[src/rtl/tile_accumulate.sv]
// ============================================================================
// tile_accumulate
//
// Streaming reduction stage. Sums every ACC_LEN consecutive signed DATA_W-bit
// input words into one result word, emits one result per group, and after
// NUM_TILES results signals completion through HLS-style ap_* control.
//
// Optional feature macro: TILE_ACCUMULATE_SATURATE_EN
//   defined   : every addition clamps to the signed DATA_W range, and the
//               running sum keeps the clamped value
//   undefined : two's-complement wrap, no clamp logic
//
// Ports
//   ap_clk             in   sole clock, rising edge
//   ap_rst_n           in   synchronous active-low reset
//   ap_start           in   level start, sampled only in IDLE
//   ap_done            out  one-cycle pulse when the run completes
//   ap_idle            out  high while in IDLE
//   ap_ready           out  one-cycle pulse, coincident with ap_done
//   Input_1_V_TDATA    in   signed partial product
//   Input_1_V_TVALID   in   input word valid
//   Input_1_V_TREADY   out  input word accepted
//   Output_1_V_TDATA   out  signed accumulated result
//   Output_1_V_TVALID  out  result valid
//   Output_1_V_TREADY  in   downstream accepts the result
// ============================================================================
module tile_accumulate #(
    parameter int DATA_W    = 32,
    parameter int ACC_LEN   = 8,     // 1..256
    parameter int NUM_TILES = 64     // 1..65535
) (
    input  logic              ap_clk,
    input  logic              ap_rst_n,
    input  logic              ap_start,
    output logic              ap_done,
    output logic              ap_idle,
    output logic              ap_ready,
    input  logic [DATA_W-1:0] Input_1_V_TDATA,
    input  logic              Input_1_V_TVALID,
    output logic              Input_1_V_TREADY,
    output logic [DATA_W-1:0] Output_1_V_TDATA,
    output logic              Output_1_V_TVALID,
    input  logic              Output_1_V_TREADY
);

    localparam int BEAT_W = (ACC_LEN   > 1) ? $clog2(ACC_LEN)   : 1;
    localparam int TILE_W = (NUM_TILES > 1) ? $clog2(NUM_TILES) : 1;
    localparam logic [BEAT_W-1:0] BEAT_LAST = BEAT_W'(ACC_LEN - 1);
    localparam logic [TILE_W-1:0] TILE_LAST = TILE_W'(NUM_TILES - 1);

    typedef enum logic [1:0] {
        S_IDLE  = 2'd0,
        S_RUN   = 2'd1,
        S_DRAIN = 2'd2,
        S_DONE  = 2'd3
    } state_t;

    state_t              r_state;
    state_t              w_state_nxt;
    logic [DATA_W-1:0]   r_acc;
    logic [BEAT_W-1:0]   r_beat;
    logic [TILE_W-1:0]   r_tile;
    logic [DATA_W-1:0]   r_out_data;
    logic                r_out_vld;

    logic                w_final_beat;
    logic                w_last_tile;
    logic                w_in_ready;
    logic                w_in_fire;
    logic                w_out_fire;
    logic [DATA_W:0]     w_sum;
    logic [DATA_W-1:0]   w_result;

    assign w_final_beat = (r_beat == BEAT_LAST);
    assign w_last_tile  = (r_tile == TILE_LAST);
    assign w_out_fire   = r_out_vld & Output_1_V_TREADY;

    // Only the final beat needs the output register; it may reload in the
    // same cycle the downstream drains it, giving back-to-back results.
    assign w_in_ready = (r_state == S_RUN) &
                        (!w_final_beat | !r_out_vld | Output_1_V_TREADY);
    assign w_in_fire  = Input_1_V_TVALID & w_in_ready;

    // Sign-extend both operands by one bit so the sum never loses its sign.
    assign w_sum = {r_acc[DATA_W-1], r_acc} +
                   {Input_1_V_TDATA[DATA_W-1], Input_1_V_TDATA};

`ifdef TILE_ACCUMULATE_SATURATE_EN
    localparam logic [DATA_W-1:0] SAT_MAX = {1'b0, {(DATA_W-1){1'b1}}};
    localparam logic [DATA_W-1:0] SAT_MIN = {1'b1, {(DATA_W-1){1'b0}}};

    // The top two bits of the widened sum disagree exactly on overflow; the
    // extra top bit carries the true sign and picks the clamp direction.
    always_comb begin
        w_result = w_sum[DATA_W-1:0];
        if (w_sum[DATA_W] != w_sum[DATA_W-1]) begin
            w_result = w_sum[DATA_W] ? SAT_MIN : SAT_MAX;
        end
    end
`else
    assign w_result = w_sum[DATA_W-1:0];
`endif

    // ------------------------------------------------------------------------
    // FSM next state and control outputs
    // ------------------------------------------------------------------------
    // NOTE: every signal written here gets a default first so that no path
    // leaves it unassigned -- otherwise synthesis infers a latch.
    always_comb begin
        w_state_nxt = r_state;
        ap_idle     = 1'b0;
        ap_done     = 1'b0;
        ap_ready    = 1'b0;
        case (r_state)
            S_IDLE: begin
                ap_idle = 1'b1;
                if (ap_start) w_state_nxt = S_RUN;
            end
            S_RUN: begin
                if (w_in_fire && w_final_beat && w_last_tile) w_state_nxt = S_DRAIN;
            end
            S_DRAIN: begin
                if (!r_out_vld || Output_1_V_TREADY) w_state_nxt = S_DONE;
            end
            S_DONE: begin
                ap_done     = 1'b1;
                ap_ready    = 1'b1;
                w_state_nxt = S_IDLE;
            end
            default: w_state_nxt = S_IDLE;
        endcase
    end

    // ------------------------------------------------------------------------
    // State, datapath and output register
    // ------------------------------------------------------------------------
    // NOTE: reset is tested inside the clocked block and is absent from the
    // sensitivity list, which makes it synchronous; all state uses <= so every
    // register samples the pre-edge values of its neighbours.
    always_ff @(posedge ap_clk) begin
        if (!ap_rst_n) begin
            r_state    <= S_IDLE;
            r_acc      <= '0;
            r_beat     <= '0;
            r_tile     <= '0;
            r_out_data <= '0;
            r_out_vld  <= 1'b0;
        end else begin
            r_state <= w_state_nxt;

            if (r_state == S_IDLE && ap_start) begin
                r_acc  <= '0;
                r_beat <= '0;
                r_tile <= '0;
            end else if (w_in_fire) begin
                if (w_final_beat) begin
                    r_acc  <= '0;
                    r_beat <= '0;
                    r_tile <= r_tile + TILE_W'(1);
                end else begin
                    r_acc  <= w_result;
                    r_beat <= r_beat + BEAT_W'(1);
                end
            end

            // A reload wins over a drain in the same cycle.
            if (w_in_fire && w_final_beat) begin
                r_out_data <= w_result;
                r_out_vld  <= 1'b1;
            end else if (w_out_fire) begin
                r_out_vld  <= 1'b0;
            end
        end
    end

    assign Input_1_V_TREADY  = w_in_ready;
    assign Output_1_V_TDATA  = r_out_data;
    assign Output_1_V_TVALID = r_out_vld;

endmodule

[config.mk]
export PLATFORM = sky130hd
export DESIGN_NAME = tile_accumulate
export DESIGN_NICKNAME = d
export VERILOG_FILES = /design/src/rtl/tile_accumulate.sv
export SDC_FILE = /design/constraint.sdc
export NUM_CORES = 1
export LEC_CHECK = 0
export BUFFER_PORTS_ARGS = -buffer_cell sky130_fd_sc_hd__buf_4
export CAP_MARGIN = 5
export CORE_UTILIZATION = 51
export CTS_CLUSTER_DIAMETER = 200
export DETAILED_ROUTE_END_ITERATION = 7
export GPL_TIMING_DRIVEN = 0
export PLACE_DENSITY = 0.8
export SLEW_MARGIN = 20
export SYNTH_ARGS = -nofsm -noshare
export SYNTH_HDL_FRONTEND = slang
export SYNTH_SLANG_ARGS = --single-unit
[constraint.sdc]
create_clock -name ap_clk -period 3.1 [get_ports ap_clk]
set_input_delay 0.465 -clock ap_clk [delete_from_list [all_inputs] [get_ports ap_clk]]
set_output_delay 0.465 -clock ap_clk [all_outputs]
set_load 0.01 [all_outputs]
==> flow_metrics.env <==
export IMPL_nNetsFinal=708
export IMPL_die_width_um=96.1
export IMPL_fin_tns_setup_ns=0
export IMPL_drive_above_1_share_pct=18.2
export IMPL_die_y_um=96.1
export IMPL_fin_cells=742
export IMPL_drv_slew=0
export IMPL_rsz0062_at_grt="yes"
export IMPL_yosysSeqAreaShare_pct=33.7
export IMPL_synth_compound_area_share_pct=25.2
export IMPL_cp_required_ns=3.33
export IMPL_cts_max_path_buffers=2
export IMPL_fmax_mhz=330
export IMPL_antennaDiodeCount=0
export IMPL_period_share_pct=97.8
export IMPL_setup_violations=0
export IMPL_vias=4325
export IMPL_synth_net_count=625
export IMPL_synth_cell_types=59
export IMPL_max_stage_delay_ns=0.41
export IMPL_routed_wl_um=12100
export IMPL_yosys_top_cells_count="dfxtp_1, nand2_1, a21oi_1, nor2_1, ha_1"
export IMPL_worstPathArrival_ns=3.26
export IMPL_clk_pin_slew_ns=0.09
export IMPL_grt_pass1_vias=4062
export IMPL_placed_cells=726
export IMPL_synth_edf_count=0
export IMPL_synth_flop_cell="dfxtp_1"
export IMPL_synth_simple_area_share_pct=18.2
export IMPL_vias_per_cell=5.83
export IMPL_synth_top_cell_by_area="dfxtp_1"
export IMPL_cp_end_kind="register"
export IMPL_powerDensity_nw_per_um2=540
export IMPL_cts_tree="done"
export IMPL_fin_worst_skew_ns=0.00843
export IMPL_rows=33
export IMPL_async_flop_share_pct=0
export IMPL_worst_pin_slew_ns=0.754
export IMPL_path_class="reg2reg"
export IMPL_crit_path_frequent_cell="a21oi_2"
export IMPL_post_cts_buffers=0
export IMPL_cts_sinks=76
export IMPL_gp_congestion=0.950
export IMPL_cp_start_kind="register"
export IMPL_core_um2=8380
export IMPL_cpMaxStageDelayCell="a2111o_1"
export IMPL_antenna_found_initial=0
export IMPL_area_delta_synth_final_pct=20.2
export IMPL_peakVddDrop_mv=0.268
export IMPL_n_fill_cell=738
export IMPL_drt_iter0_drc=199
export IMPL_insertion_delay_ns=0.36
export IMPL_synthXorXnorAreaFrac_pct=6.40
export IMPL_ys_warn_count=0
export IMPL_fin_crit_ns=3.03
export IMPL_routedWlPerCell_um=16.3
export IMPL_synth_area_um2=4520
export IMPL_hpwl_um=9070
export IMPL_synth_top_area_share_pct=33.7
export IMPL_fin_util_pct=64.8
export IMPL_drt_first_pass_iters=5
export IMPL_relSlewSlack_pct=49.7
export IMPL_start_util_pct=53.9
export IMPL_htreeDepth=3
export IMPL_pin_count=74
export IMPL_crit_chain="ha_1 > fa_2 > a21oi_2 > o21bai_1 > o211ai_1 > nand2_2 > a2111o_1 > a311o_1 > a21oi_2 > xor2_1 > o21ai_1"
export IMPL_grt_usage_pct=27.9
export IMPL_timing_max_cap_violations=0
export IMPL_gr_total_overflow=0
export IMPL_hold_viol_final=0
export IMPL_synthMuxAreaShare_pct=0.886
export IMPL_synth_top_family_by_area="compound AO/OA/AOI/OAI gates"
export IMPL_syn_area_per_cell_um2=8.23
export IMPL_drc=0
export IMPL_cts_root_buf="clkbuf_8"
export IMPL_cp_max_fo=4
export IMPL_hold_class="in2reg"
export IMPL_power_total_uw=2940
export IMPL_cts_buffers=9
export IMPL_ys_ff_latch=76
export IMPL_rrSetupSlack_ns=0.07
export IMPL_synthCells=549
export IMPL_grt_max_degree=15
export IMPL_portBuffers=72
export IMPL_die_area_um2=9240
export IMPL_antenna_left=0
export IMPL_leakage_uw=0.00249
export IMPL_synth_area_top_cells="dfxtp_1, ha_1, a21oi_1"
export IMPL_synthAdderAreaFrac_pct=11.0
export IMPL_status="finished clean"
export IMPL_grt_pass1_wl_um=19500
-- worst paths after layout --
kind,depth (start not counted),end,start
worst max-delay path,11,r_acc[28],r_acc[0]
worst min-delay path,4,Output_1_V_TVALID,Output_1_V_TREADY
worst max register to register,11,r_acc[28],r_acc[0]
worst min register to register,2,Output_1_V_TDATA[9],Output_1_V_TDATA[9]
-- cell families after synthesis --
logic type | count (synthesis)
AO/OA/AOI/OAI | 173
multiplexers | 4
adder cells (fa/ha/maj) | 39
AND/OR/NAND/NOR | 179
XOR/XNOR | 33
flip-flops | 76
buffers and inverters | 45
-- cells in the final DEF, fill, tap and decap left out, drive strengths merged, types with 3 or more instances in the layout --
master | Yosys | routed
clkbuf | 24 | 33
o21bai | 4 | 4
nor3 | 7 | 7
nand2 | 76 | 76
nand3 | 19 | 19
nand4 | 12 | 12
xnor2 | 16 | 16
o21ai | 24 | 24
inv | 8 | 10
a22o | 8 | 8
a211oi | 8 | 8
mux2i | 4 | 4
nor3b | 3 | 3
a22oi | 11 | 11
nand2b | 4 | 4
nor2 | 41 | 41
buf | 13 | 85
xor2 | 17 | 17
dfxtp | 76 | 76
a31oi | 4 | 4
a21boi | 6 | 6
a211o | 3 | 3
a21o | 26 | 26
ha | 38 | 38
nor2b | 5 | 5
a21oi | 60 | 60
-- critical path, delay by kind of cell (launching register included) --
family          cells  cell delay (ns)
compound gates      7             1.66
xor+xnor            1             0.17
fa+ha+maj           2             0.61
flops               1             0.32
simple gates        1             0.14
-- sequential cells by signal (all words and copies together), names as in the netlist --
name,count
Output_1_V_TDATA,32
r_state,2
r_beat,3
r_tile,6
Output_1_V_TVALID,1
r_acc,32
-- per-stage QoR --
| step | hold WS [ns] | instance area, um^2 | setup WS [ns] |
|---|---|---|---|
| floorplan | 0.429 | 4520 | 0.200 |
| global placement | 0.440 | 5190 | -0.241 |
| detailed placement | 0.447 | 5190 | -0.257 |
| CTS | 0.431 | 5420 | 0.0204 |
| global route | 0.457 | 5430 | -0.0374 |
| finish | 0.433 | 5430 | 0.0679 |
-- report_power, final --
| part | total (uW) | internal (uW) | switching, uW |
|---|---|---|---|
| registers | 1090 | 1050 | 48.2 |
| logic | 978 | 392 | 586 |
| clock network | 864 | 459 | 405 |
-- area by class of cell --
| cell class | count | area, um^2 | area share (%) |
|---|---|---|---|
| sequential | 76 | 1520 | 28.0 |
| clock buffer | 9 | 124 | 2.28 |
| buffer | 37 | 180 | 3.32 |
| tap | 105 | 131 | 2.42 |
| multi-input combinational | 428 | 2800 | 51.6 |
| clock inverter | 7 | 98.8 | 1.82 |
| inverter | 8 | 30.0 | 0.553 |
| timing repair buffer | 72 | 541 | 9.95 |
-- per-layer routing --
| metal | share of wire (%) | GRT usage (%) | wire length, um |
|---|---|---|---|
| met1 | 43 | 35.0 | 5200 |
| met2 | 48 | 47.8 | 5800 |
| met3 | 6.7 | 4.58 | 813 |
| met4 | 2.4 | 10.3 | 294 |
| met5 | 0 | 0 | 0 |
-- what timing repair did --
action,in CTS,in global routing
resized for setup,1,4
endpoints found under the setup margin,1,13
pin swaps,0,3
hold buffers,0,0
(Power assumes the default switching activity.)
